File: config.mk
export PLATFORM = sky130hd
export DESIGN_NAME = ula_chain_ctrl
export DESIGN_NICKNAME = d
export VERILOG_FILES = /design/src/rtl/ula_pkg.sv /design/src/rtl/ula_8bits.sv /design/src/rtl/ula_chain_ctrl.sv
export SDC_FILE = /design/constraint.sdc
export NUM_CORES = 1
export LEC_CHECK = 0
export BUFFER_PORTS_ARGS = -buffer_cell sky130_fd_sc_hd__buf_2
export CAP_MARGIN = 15
export CORE_MARGIN = 2
export CORE_UTILIZATION = 63
export DETAILED_ROUTE_END_ITERATION = 12
export GPL_TIMING_DRIVEN = 0
export PLACE_DENSITY_LB_ADDON = 0.1
export SYNTH_ARGS = -nofsm -noshare
export SYNTH_HDL_FRONTEND = slang
export SYNTH_HIERARCHICAL = 1
export SYNTH_SLANG_ARGS = --single-unit
File: constraint.sdc
create_clock -name clk -period 6.97 [get_ports clk]
set_clock_uncertainty 0.15 [all_clocks]
set_input_delay 1.0455 -clock clk [delete_from_list [all_inputs] [get_ports clk]]
set_output_delay 1.0455 -clock clk [all_outputs]
set_load 0.005 [all_outputs]
File: src/rtl/ula_pkg.sv
// Shared types and constants for the 8-bit ALU and its multi-byte sequencer.
// Function selects follow the 74181 encoding with an active-high carry.
package ula_pkg;

  typedef enum logic [1:0] {
    IDLE,
    EXEC,
    DONE
  } ula_state_t;

  localparam logic [3:0] S_A_PLUS_CIN = 4'b0000;
  localparam logic [3:0] S_A_PLUS_B   = 4'b1001;
  localparam logic [3:0] S_A_PLUS_A   = 4'b1100;
  localparam logic [3:0] S_A_MINUS_B  = 4'b0110;
  localparam logic [3:0] S_MINUS_ONE  = 4'b0011;
  localparam logic [3:0] S_A_MINUS_1  = 4'b1111;

  localparam logic [3:0] S_NOT_A      = 4'b0000;
  localparam logic [3:0] S_XOR        = 4'b0110;
  localparam logic [3:0] S_XNOR       = 4'b1001;
  localparam logic [3:0] S_AND        = 4'b1011;
  localparam logic [3:0] S_OR         = 4'b1110;
  localparam logic [3:0] S_PASS_A     = 4'b1111;

  localparam logic M_ARIT  = 1'b0;
  localparam logic M_LOGIC = 1'b1;

  function automatic logic [7:0] ula_logic(
    input logic [3:0] s,
    input logic [7:0] a,
    input logic [7:0] b
  );
    logic [7:0] r;
    r = '0;
    case (s)
      4'b0000: r = ~a;
      4'b0001: r = ~(a | b);
      4'b0010: r = ~a & b;
      4'b0011: r = 8'h00;
      4'b0100: r = ~(a & b);
      4'b0101: r = ~b;
      4'b0110: r = a ^ b;
      4'b0111: r = a & ~b;
      4'b1000: r = ~a | b;
      4'b1001: r = ~(a ^ b);
      4'b1010: r = b;
      4'b1011: r = a & b;
      4'b1100: r = 8'hFF;
      4'b1101: r = a | ~b;
      4'b1110: r = a | b;
      default: r = a;
    endcase
    return r;
  endfunction

endpackage

File: src/rtl/ula_8bits.sv
// 8-bit 74181-style ALU slice: 16 logic and 16 arithmetic functions.
// Carry in/out are active-high; a_eq_b flags an all-ones result.
module ula_8bits
  import ula_pkg::*;
(
  input  logic [7:0] a,
  input  logic [7:0] b,
  input  logic [3:0] s,
  input  logic       m,
  input  logic       c_in,
  output logic [7:0] f,
  output logic       c_out,
  output logic       a_eq_b
);

  logic [7:0] x;
  logic [7:0] y;
  logic [8:0] sum;

  // Every arithmetic function is x + y + c_in; "minus one" adds 0xFF
  always_comb begin
    x = a;
    y = '0;
    case (s)
      4'b0000: begin x = a;        y = 8'h00;  end
      4'b0001: begin x = a | b;    y = 8'h00;  end
      4'b0010: begin x = a | ~b;   y = 8'h00;  end
      4'b0011: begin x = 8'hFF;    y = 8'h00;  end
      4'b0100: begin x = a;        y = a & ~b; end
      4'b0101: begin x = a | b;    y = a & ~b; end
      4'b0110: begin x = a;        y = ~b;     end
      4'b0111: begin x = a & ~b;   y = 8'hFF;  end
      4'b1000: begin x = a;        y = a & b;  end
      4'b1001: begin x = a;        y = b;      end
      4'b1010: begin x = a | ~b;   y = a & b;  end
      4'b1011: begin x = a & b;    y = 8'hFF;  end
      4'b1100: begin x = a;        y = a;      end
      4'b1101: begin x = a | b;    y = a;      end
      4'b1110: begin x = a | ~b;   y = a;      end
      default: begin x = a;        y = 8'hFF;  end
    endcase
  end

  assign sum = {1'b0, x} + {1'b0, y} + {8'd0, c_in};

  assign f      = (m == M_LOGIC) ? ula_logic(s, a, b) : sum[7:0];
  assign c_out  = (m == M_ARIT) & sum[8];
  assign a_eq_b = &f;

endmodule

File: src/rtl/ula_chain_ctrl.sv
// Runs one wide ALU operation through a single ula_8bits, one byte per
// cycle LSB first, chaining raw carry and returning the result on valid/ready.
module ula_chain_ctrl
  import ula_pkg::*;
#(
  parameter int N_BYTES = 4
) (
  input  logic                 clk,
  input  logic                 rst,
  input  logic                 req_valid,
  output logic                 req_ready,
  input  logic [8*N_BYTES-1:0] req_a,
  input  logic [8*N_BYTES-1:0] req_b,
  input  logic [3:0]           req_s,
  input  logic                 req_m,
  input  logic                 req_cin,
  output logic                 rsp_valid,
  input  logic                 rsp_ready,
  output logic [8*N_BYTES-1:0] rsp_f,
  output logic                 rsp_cout,
  output logic                 rsp_eq,
  output logic                 busy
);

  localparam int W  = 8 * N_BYTES;
  localparam int IW = $clog2(N_BYTES);

  ula_state_t state, state_nxt;

  logic [W-1:0]  a_q;
  logic [W-1:0]  b_q;
  logic [3:0]    s_q;
  logic          m_q;
  logic [IW-1:0] idx;
  logic          carry;
  logic          eq_acc;
  logic [W-1:0]  result;

  logic [7:0]    alu_a;
  logic [7:0]    alu_b;
  logic [7:0]    alu_f;
  logic          alu_cout;
  logic          alu_eq;
  logic          last;
  logic          accept;

  assign alu_a  = a_q[{idx, 3'b000} +: 8];
  assign alu_b  = b_q[{idx, 3'b000} +: 8];
  assign last   = (idx == IW'(N_BYTES - 1));
  assign accept = (state == IDLE) & req_valid;

  ula_8bits u_alu (
    .a      (alu_a),
    .b      (alu_b),
    .s      (s_q),
    .m      (m_q),
    .c_in   (carry),
    .f      (alu_f),
    .c_out  (alu_cout),
    .a_eq_b (alu_eq)
  );

  always_ff @(posedge clk or posedge rst) begin
    if (rst) begin
      state <= IDLE;
    end else begin
      state <= state_nxt;
    end
  end

  always_comb begin
    state_nxt = state;
    unique case (1'b1)
      state == IDLE: if (req_valid) state_nxt = EXEC;
      state == EXEC: if (last)      state_nxt = DONE;
      state == DONE: if (rsp_ready) state_nxt = IDLE;
      default:                      state_nxt = IDLE;
    endcase
  end

  always_ff @(posedge clk or posedge rst) begin
    if (rst) begin
      a_q    <= '0;
      b_q    <= '0;
      s_q    <= '0;
      m_q    <= 1'b0;
      idx    <= '0;
      carry  <= 1'b0;
      eq_acc <= 1'b0;
      result <= '0;
    end else if (accept) begin
      a_q    <= req_a;
      b_q    <= req_b;
      s_q    <= req_s;
      m_q    <= req_m;
      idx    <= '0;
      carry  <= req_cin;
      eq_acc <= 1'b1;
      result <= '0;
    end else if (state == EXEC) begin
      result[{idx, 3'b000} +: 8] <= alu_f;
      carry  <= alu_cout;
      eq_acc <= eq_acc & alu_eq;
      idx    <= last ? '0 : idx + 1'b1;
    end
  end

  // Flags are only meaningful once every slice has been folded in
  assign req_ready = (state == IDLE);
  assign rsp_valid = (state == DONE);
  assign busy      = (state != IDLE);
  assign rsp_f     = result;
  assign rsp_cout  = rsp_valid & carry & ~m_q;
  assign rsp_eq    = rsp_valid & eq_acc;

endmodule

Word-level counts from Yosys, hierarchy flattened. Cells that the tools add are included.

Flip-flop bits (word level): 107. Input port bits: 74. Output and inout port bits: 37. Word-level logic and storage cells: 86.

Add/sub/neg operators: 4. Equal/unequal tests: 20. Shift operators: 4. Mux-type cells: 18. Bitwise gates (word level): 19. Reduce and logical (&&, ||, !) cells: 12.

Operators by type and width (count): $pmux 8 s15 (1); $mux 32 (2); $shiftx 32x6->8 (2); $pmux 8 s6 (1); $not 8->8 (5); $pmux 8 s5 (1); $bwmux 32 (1); $shift 8x7->32 const A (1); $shiftx 8x7->32 (1); $eq 4x4->1 const B (7); $and 8x8->8 (3); $or 8x8->8 (3); $eq 4x3->1 const B (4); $mux 2 (6); $add 8x8->9 (1); $add 9x1->9 (1); $reduce_or 3->1 (3); $eq 4x2->1 const B (2); $mux 8 (1); $reduce_and 8->1 (1); $xor 8x8->8 (1); $neg 5->7 (1); $and 1x1->1 (6); $pmux 2 s3 (1); other kinds (14) (21).

Depth between registers and ports, before layout. Gate-level depths: netlist of the first run.

Word-level depth: 11. Depth in mapped cells: 21. Gate-level depth less buffers: 19.

By module. The synthesis of the first run kept the hierarchy.

Modules (own cells, without submodules): ula_chain_ctrl (times used 1, cells an instance 287, area each 4615.7 sq um, seq. area each 2677.6 sq um); ula_8bits (times used 1, cells an instance 392, area each 2677.6 sq um, seq. area each 0.0 sq um).

Worst setup path after synthesis of the first run. No wires, ideal clock.

Kind: register to register. Start point: register idx[0]. End point: register eq_acc. Setup time: 129 ps. Data arrival time: 3899 ps. Required time: 6691 ps. Path slack: 2792 ps. Cell stages (with the launch flop): 19. Path buffers: 1. Clock period less this slack: 4178 ps. Cell sequence: dfrtp_1 > buf_2 > mux4_2 > ha_1 > nand2_1 > o31ai_1 > a221o_1 > fa_1 > inv_1 > fa_1 > nor2b_1 > o31a_1 > o21ai_0 > nand2b_1 > xor2_1 > a21o_1 > and4_1 > o21ai_0 > o21ai_0.

Elaborated cells between the ends (all ways): 24. Those cells by class: add/sub (2); shift (2); mux (6); bitwise (13); reduce/logical (1).

RTL lines: start, declared (line ula_chain_ctrl.sv:34) `logic [IW-1:0] idx;`; start signal, assigned (line ula_chain_ctrl.sv:104) `idx <= last ? '0 : idx + 1'b1;`; $shiftx 32x6->8 * (line ula_chain_ctrl.sv:47) `assign alu_a = a_q[{idx, 3'b000} +: 8];`; named net alu_a[0] (line ula_chain_ctrl.sv:39) `logic [7:0] alu_a;`; $and 8x8->8, or another cell as far along (line ula_8bits.sv:33, ula_8bits.sv:35, ula_8bits.sv:36); $pmux 8 s6 or $pmux 8 s5 (tied branches) (line ula_8bits.sv:24) `case (s)`; $add 8x8->9 * (line ula_8bits.sv:44) `assign sum = {1'b0, x} + {1'b0, y} + {8'd0, c_in};`; $add 9x1->9 * (line ula_8bits.sv:44); $mux 8 * (line ula_8bits.sv:46) `assign f = (m == M_LOGIC) ? ula_logic(s, a, b) : sum[7:0];`; named net alu_f[6] (line ula_chain_ctrl.sv:41) `logic [7:0] alu_f;`; $reduce_and 8->1 * (line ula_8bits.sv:48) `assign a_eq_b = &f;`; named net alu_eq (line ula_chain_ctrl.sv:43) `logic alu_eq;`; $and 1x1->1 * (line ula_chain_ctrl.sv:103) `eq_acc <= eq_acc & alu_eq;`; $mux 1 * (line ula_chain_ctrl.sv:100) `end else if (state == EXEC) begin`; $mux 1 * (line ula_chain_ctrl.sv:91) `end else if (accept) begin`; end signal, assigned (line ula_chain_ctrl.sv:103); end, declared (line ula_chain_ctrl.sv:36) `logic eq_acc;`.

Mark *: on every way through the listed nets, which the timed path passes. The rest lies on a longest branch. The select of a mux whose other input is x is not followed. A chain may end at the register's enable or synchronous reset.

Final worst setup path of the first run.
Start point: register idx[1]. End point: register eq_acc.

Longest elaborated chain between the ends: 11. Elaborated cells between the ends (all ways): 24. Those cells by class: add/sub (2); shift (2); mux (6); bitwise (13); reduce/logical (1).

Ends and longest elaborated chain: $shiftx 32x6->8 * (line ula_chain_ctrl.sv:48) `assign alu_b = b_q[{idx, 3'b000} +: 8];`; named net alu_b[0] (line ula_chain_ctrl.sv:40) `logic [7:0] alu_b;`; $not 8->8; $and 8x8->8 or $or 8x8->8 (tied branches); $pmux 8 s6 or $pmux 8 s5 (tied branches) (line ula_8bits.sv:24); $add 8x8->9 * (line ula_8bits.sv:44); $add 9x1->9 * (line ula_8bits.sv:44); $mux 8 * (line ula_8bits.sv:46); named net alu_f[4] (line ula_chain_ctrl.sv:41); $reduce_and 8->1 * (line ula_8bits.sv:48); named net alu_eq (line ula_chain_ctrl.sv:43); $and 1x1->1 * (line ula_chain_ctrl.sv:103); $mux 1 * (line ula_chain_ctrl.sv:100); $mux 1 * (line ula_chain_ctrl.sv:91).

Marks and branches as above.

==> results of run 1 <==
==> logic make-up (layout without fill, tap and decap cells) <==
| group | after synthesis | count (layout) | synth area share |
|---|---|---|---|
| xor gates and xnor gates | 3 | 3 | 0.003603 |
| buffers and inverters | 80 | 207 | 0.05918 |
| AOI/OAI and AO/OA | 204 | 204 | 0.2064 |
| muxes | 99 | 99 | 0.1758 |
| and+or+nand+nor | 139 | 139 | 0.1052 |
| DFF | 107 | 107 | 0.3671 |
| adders and majority gates | 47 | 47 | 0.08269 |
==> layout make-up <==
class | instances | area (µm²)
Buffer | 49 | 315.3
Clock buffer | 10 | 229.0
Clock inverter | 6 | 65.06
Fill cell | 768 | 3023
Inverter | 31 | 118.9
Multi-Input combinational cell | 492 | 4184
Sequential cell | 107 | 2678
Tap cell | 143 | 178.9
Timing Repair Buffer | 111 | 578.1
==> path summary, 6_finish.rpt <==
check | from | end | slack [ns] | depth (start not counted)
min reg2reg | rsp_f[19]$_DFFE_PP0P_ | rsp_f[19]$_DFFE_PP0P_ | 0.35 | 1
min | rsp_f[19]$_DFFE_PP0P_ | rsp_f[19]$_DFFE_PP0P_ | 0.35 | 1
max | idx[1]$_DFFE_PP0P_ | eq_acc$_DFFE_PP0P_ | 1.63 | 20
max reg2reg | idx[1]$_DFFE_PP0P_ | eq_acc$_DFFE_PP0P_ | 1.63 | 20
max in group asynchronous | rst | b_q[5]$_DFFE_PP0P_ | 5.40 | 3
min in group asynchronous | rst | a_q[30]$_DFFE_PP0P_ | 0.58 | 2
==> stage by stage <==
stage | utilization | worst slack, ns | instance area (µm²)
4_1_cts | 0.7341 | 1.731 | 8347
6_report | 0.7341 | 1.634 | 8347
3_5_place_dp | 0.7083 | 1.845 | 8053
2_1_floorplan | - | 2.792 | 7293
5_1_grt | 0.7341 | 1.265 | 8347
3_3_place_gp | 0.7056 | 1.952 | 8023
==> critical path: cells and delay by family, from the launching register on <==
kind,cells,cell delay (ns)
AND/OR/NAND/NOR,5,1.25
AO/OA/AOI/OAI,7,1.16
buffers and inverters,4,1.05
adder cells (fa/ha/maj),3,0.85
flip-flops,1,0.42
multiplexers,1,0.37
==> state kept, by name, summed over array words and instances, names as in the netlist <==
signal,count
a_q,32
b_q,32
rsp_f,32
s_q,4
idx,2
state,2
carry,1
eq_acc,1
m_q,1
==> placed cells by master, fill, tap and decap left out, types with 4 or more instances in the layout <==
cell type  Yosys  layout
clkbuf_1       7       8
buf_6         10      10
o31ai_1       10      10
mux4_2        16      16
dfrtp_1      107     107
o32a_1         5       5
buf_2         23     133
nor3_1         4       4
nand3_1        5       5
or3_1          4       4
a32o_1        10      10
a22o_1        30      30
buf_4          7       7
a21oi_1       39      39
nand2b_1       8       8
a21o_1         8       8
nor2_1        34      34
nand2_1       43      43
a31oi_1        5       5
mux2i_1       10      10
inv_1         29      28
nor2b_1       10      10
clkbuf_16      0       9
a22oi_1       10      10
o22ai_1       11      11
or4_1          5       5
o21ai_0       27      27
mux2_2        73      73
a221o_1        7       7
ha_1          45      45
==> per-layer routing <==
layer  wire [µm]  vias up
li1            -     2819
met3        2187       84
met2       10930      408
met1        8935     3177
met5           0        -
met4         984        0
==> cells in the mapped netlist (4+ instances only) <==
library cell and count:
dfrtp_1 107, mux2_2 73, ha_1 45, nand2_1 43
a21oi_1 39, nor2_1 34, a22o_1 30, inv_1 29
o21ai_0 27, buf_2 23, mux4_2 16, o22ai_1 11
a22oi_1 10, a32o_1 10, buf_6 10, mux2i_1 10
nor2b_1 10, o31ai_1 10, a21o_1 8, nand2b_1 8
a221o_1 7, buf_4 7, clkbuf_1 7, a31oi_1 5
nand3_1 5, o32a_1 5, or4_1 5, nor3_1 4
or3_1 4
==> run metrics, run 1 <==
min cycle time layout=approximately 5.3 ns; status=finished clean; Finished Layout Cells=949; CP arrival=5.47 ns; via count=approximately 6500; share of the synthesized area in the top cell type=0.3671; Main synth FF type=dfrtp_1; ratio of cells with drive above 1 in the final layout=0.3362; Pre-antenna DRT Iters=5; final setup vio count=0; Final GP Congestion=1.040; Die Area=approximately 0.012 mm²; Final ANT Viol Nets=0; Root Buffer=clkbuf_16; Syn Inst Count=679; number of buffers added on ports=110; initial core utilization=0.6415; Area Overhead vs Synth=14.45%; clock buffers created by TritonCTS=9; vias in the first global route=6489; slowest CP cell=clkbuf_1; postcts setup bufs=0; number of antenna diodes=0; worst-case clock buffer depth=2; critical-path maximum fanout=10; first-pass GRT wire length=35.90 mm; DR iter-0 viols=865; fin crit share=0.7655; Post-CTS Resized=0; FFs w/ async S/R, synth=1.000; hold slack=0.3455 ns; Yosys warning count=6; Worst path max stage delay=0.47 ns; relative slew slack=0.5369; Post-synth EDFFs=0; Via density=6.837; part of the Yosys area used for sequential elements=0.3671; RSZ-0062 raised after global routing=no; num rows=39; HPWL Detailed=16.61 mm; gr usage total=0.3740; Worst-Margin Slew=0.6932 ns; Hold Crit Class=reg2reg; top cells by area, synth=dfrtp_1 (37%), mux2_2 (11%), ha_1 (7.7%), mux4_2 (4.9%), a22o_1 (3.6%); TritonCTS clock tree=yes; Slew Limit Fails=0; grt total ovfl=0; Synth cell types=75; dpl cells=933; DRT Wirelength=approximately 23 mm; Avg WL per Cell=24.28 µm; cell taking the most area after synthesis=dfrtp_1; initial antenna violation count=2; io pins=111; WP data required=7.10 ns; crit path launch type=register; Core Region=0.01137 mm²; fin nets=922; residual DRC count=0; largest net degree at the start of global routing=between 60 and 70; met2 usage=0.5984; syn_nets=800; Clock Sink Count=107; Clock Latency Late Sink=0.36 ns; worst-path cell chain=clkbuf_1, buf_2, mux4_2, inv_1, ha_1, or4_1, o31ai_1, o32a_1, fa_1, inv_1, fa_1, nor2b_1, o21ai_0, a21oi_1, nor2_1, a221oi_2, and4_1, and4_1, o21ai_0, o21ai_0; met3 Use GR=0.08601; Worst-path clk slew=0.08 ns; Crit. End Element=register; chip height=around 110 µm; max cap viols=0; Post-Synthesis Cell Area=around 0.0073 mm²; GR Util met1=0.4834; die width=around 110 µm; hold_buf cts=0; Hold Vio Cnt, Final=0; Avg Synthesized Cell Area=10.74 µm²; CP Class=reg2reg; Max Freq=between 150 and 200 MHz; Post-Route Setup TNS=0 ns; FF+latch count, synth=107; layer with the highest usage=met2; H-Tree Depth=3; Crit path top cell by count=o21ai_0
Power of run 1 is left out: the tool's default activity adds up to more than one toggle a clock period on the data nets, which glitch-free logic cannot reach.
==> run 2: changes to the inputs <==
Settings changed: ABC_AREA set to 1, CORE_UTILIZATION 63 to 53.
Clock period 6.97 ns to 4.75 ns, I/O delays scaled along.
==> run 2 against run 1 <==
Against the previous run:
- design area up 8.9%
- non-clock buffer count rose by 3
- sequential share of layout area is 2.6 points lower
- routed wire length increased by 2.8%
- global-route usage shrank 6.8 points
- register-to-register slack worse by 1.3 ns
- die area rose by 28%
- maximum frequency is 21% higher
==> run metrics, run 2 <==
status=finished clean (unchanged); chip height=126.4 µm (was 111.6 µm); Synth Area in Simple Gates=0.3612 (was 0.1052); initial antenna violation count=0 (was 2); TritonCTS clock tree=yes (unchanged); Pre-antenna DRT Iters=7 (was 5); num rows=44 (was 39); Clock Latency Late Sink=0.36 ns (about the same); FF+latch count, synth=107 (unchanged); final setup vio count=0 (unchanged); FFs w/ async S/R, synth=1.000 (unchanged); relative slew slack=0.4385 (was 0.5369); Avg WL per Cell=16.24 µm (was 24.28 µm); Yosys warning count=6 (unchanged); H-Tree Depth=3 (unchanged); Final Instance Area=0.009091 mm² (was 0.008347 mm²); CP arrival=4.52 ns (was 5.47 ns); Max Freq=226.0 MHz (was 187.4 MHz); Final ANT Viol Nets=0 (unchanged); top cells by area, synth=dfrtp_1 (34%), nand2_1 (17%), nand3_1 (8.7%), ha_1 (7.1%), inv_1 (6.4%) (was dfrtp_1 (37%), mux2_2 (11%), ha_1 (7.7%), mux4_2 (4.9%), a22o_1 (3.6%)); DRT Wirelength=23.68 mm (was 23.04 mm); max cap viols=0 (unchanged); worst-case clock buffer depth=2 (unchanged); fin nets=1391 (was 922); Final Worst Setup Slack=0.3256 ns (was 1.634 ns); hold slack=0.2747 ns (was 0.3455 ns); Die Area=0.01599 mm² (was 0.01245 mm²); part of the Yosys area used for sequential elements=0.3370 (was 0.3671); Crit path top cell by count=inv_1 (was o21ai_0); Clock Sink Count=107 (unchanged); fin crit share=0.9314 (was 0.7655); worst vdd ir=0.0003872 V; min cycle time layout=4.424 ns (was 5.336 ns); cell taking the most area after synthesis=dfrtp_1 (unchanged); via count=8020 (was 6488); number of buffers added on ports=110 (unchanged); Hold Crit Class=in2async (was reg2reg); share of the synthesized area in the top cell type=0.3370 (was 0.3671); Post-synth EDFFs=0 (unchanged); met3 wire len=1.844 mm (was 2.187 mm); most frequent cells after synthesis=nand2_1 (357), nand3_1 (138), inv_1 (135), nor2_1 (130), dfrtp_1 (107) (was dfrtp_1 (107), mux2_2 (73), ha_1 (45), nand2_1 (43), a21oi_1 (39)); fillers=1440 (was 768); clock buffers created by TritonCTS=9 (unchanged); Root Buffer=clkbuf_16 (unchanged); adder-cell area share of the yosys netlist=0.07589 (was 0.08269); uppermost routed layer=met4 (unchanged); Core Region=0.01459 mm² (was 0.01137 mm²); met2 wire length=10.36 mm (was 10.93 mm); Slew Limit Fails=0 (unchanged); largest net degree at the start of global routing=62 (was 68); most frequent cells in the layout=nand2_1 (355), nand3_1 (138), inv_1 (134), buf_2 (130), nor2_1 (129) (was buf_2 (133), dfrtp_1 (107), mux2_2 (73), ha_1 (45), nand2_1 (43)); ratio of cells with drive above 1 in the final layout=0.1884 (was 0.3362); grt total ovfl=0 (unchanged); commonest non-fill, non-tap cell in the layout=nand2_1 (was buf_2); syn_nets=1268 (was 800); final core utilization=0.6232 (was 0.7341); first-pass GRT wire length=38.88 mm (was 35.90 mm); Synth cell types=36 (was 75); Main synth FF type=dfrtp_1 (unchanged); Post-Synthesis Cell Area=0.007946 mm² (was 0.007293 mm²); critical-path maximum fanout=10 (unchanged); Area Overhead vs Synth=14.41% (was 14.45%); gr usage total=0.3057 (was 0.3740); die width=126.4 µm (was 111.6 µm); number of antenna diodes=0 (unchanged); Leak Pwr=5.088 nW; slowest CP cell=dfrtp_1 (was clkbuf_1); crit path launch type=register (unchanged); CP Class=reg2reg (unchanged); HPWL Detailed=17.98 mm (was 16.61 mm); Hold Vio Cnt, Final=0 (unchanged); Final GP Congestion=1.023 (was 1.040); DR iter-0 viols=906 (was 865); Syn Inst Count=1147 (was 679); Compound-Gate Fraction of Synth Area=0.1154 (was 0.2064); Post-DP Area=0.008757 mm² (was 0.008053 mm²); WP data required=4.84 ns (was 7.10 ns); Reg2Reg Setup Slack=0.33 ns (was 1.63 ns); Avg Synthesized Cell Area=6.928 µm² (was 10.74 µm²); mux share of post-synthesis cell area=0 (was 0.1758); io pins=111 (unchanged); Worst-Margin Slew=0.8391 ns (was 0.6932 ns); initial core utilization=0.5447 (was 0.6415); Worst-path clk slew=0.08 ns (about the same); synthesized-area fraction occupied by xor and xnor cells=0 (was 0.003603); Crit. End Element=register (unchanged); count leader, synth=nand2_1 (was dfrtp_1); residual DRC count=0 (unchanged); Via density=5.501 (was 6.837); Post-Place Worst Slack=0.1370 ns (was 1.845 ns); vias in the first global route=7676 (was 6489); largest family of logic cells by synthesized area=simple AND/OR/NAND/NOR gates (was compound AO/OA/AOI/OAI gates); Worst path max stage delay=0.38 ns (was 0.47 ns); PwrDens=854.3 mW/mm²; M1 WL=10.59 mm (was 8.935 mm)
run 2: cell types whose count changed after synthesis, sizes merged, moves of 27 or more:
cell / before / now
o211ai: 4 / 31
nand3: 5 / 142
inv: 30 / 139
mux2: 73 / 0
nand2: 43 / 360
a22o: 30 / 0
nor2: 36 / 148
run 2: critical path: cells and delay by family (launching register included):
| family | cells | cell delay [ns] |
|---|---|---|
| simple gates | 11 | 1.04 |
| compound gates | 5 | 0.88 |
| flops | 1 | 0.38 |
| buf+inv | 10 | 1.08 |
| fa+ha+maj | 3 | 0.78 |
run 2: final timing paths:
kind                                     from              endpoint  depth (start not counted)
max                        idx[0]$_DFFE_PP0P_    eq_acc$_DFFE_PP0P_                         29
min                                       rst  rsp_f[8]$_DFFE_PP0P_                          2
max reg2reg                idx[0]$_DFFE_PP0P_    eq_acc$_DFFE_PP0P_                         29
min reg2reg                a_q[3]$_DFFE_PP0P_    a_q[3]$_DFFE_PP0P_                          2
max in group asynchronous                 rst   b_q[10]$_DFFE_PP0P_                          3
min in group clk           a_q[3]$_DFFE_PP0P_    a_q[3]$_DFFE_PP0P_                          2
run 2: repair_timing:
| item | 4_1_cts | 5_1_grt |
|---|---|---|
| setup endpoints to repair | 0 | 11 |
| buffers inserted | 0 | 1 |
| hold buffers | 0 | 0 |
| gates resized for setup | 0 | 15 |
run 2: metal layers:
metal	vias to the layer above	track usage
li1	3926	-
met1	3695	0.4364
met2	343	0.4583
met3	56	0.05061
met4	0	0.1370
met5	-	0
run 2: cells by family after synthesis:
family / count (synthesis)
buf+inv: 191
simple gates: 671
flops: 107
fa+ha+maj: 47
compound gates: 131
run 2: stage by stage:
step | cells | setup TNS [ns] | total power (W)
after floorplan | 1147 | 0 | 0.005340
after global placement | 1441 | -16.75 | 0.006718
after detailed placement | 1442 | 0 | 0.006801
after CTS | 1457 | 0 | 0.007593
after global routing | 1458 | -0.03303 | 0.008578
final | 1458 | 0 | 0.007767
run 2: power breakdown:
group	internal [W]	switching (W)	total [W]
clock network	0.000413	0.000356	0.000768
registers	0.00127	0.000206	0.00148
logic	0.00177	0.00375	0.00552
run 2: cell type report:
class | instances | area, µm² | share of cell area
well taps | 184 | 230.2 | 0.02532
multi-input cells | 849 | 4412 | 0.4853
inverters | 140 | 528.0 | 0.05808
flip-flops and latches | 107 | 2678 | 0.2945
repair buffers | 112 | 585.6 | 0.06441
clock buffers | 9 | 225.2 | 0.02477
clock inverters | 6 | 73.82 | 0.008120
plain buffers | 51 | 359.1 | 0.03950
No activity file was read; power rests on OpenSTA's default activity.
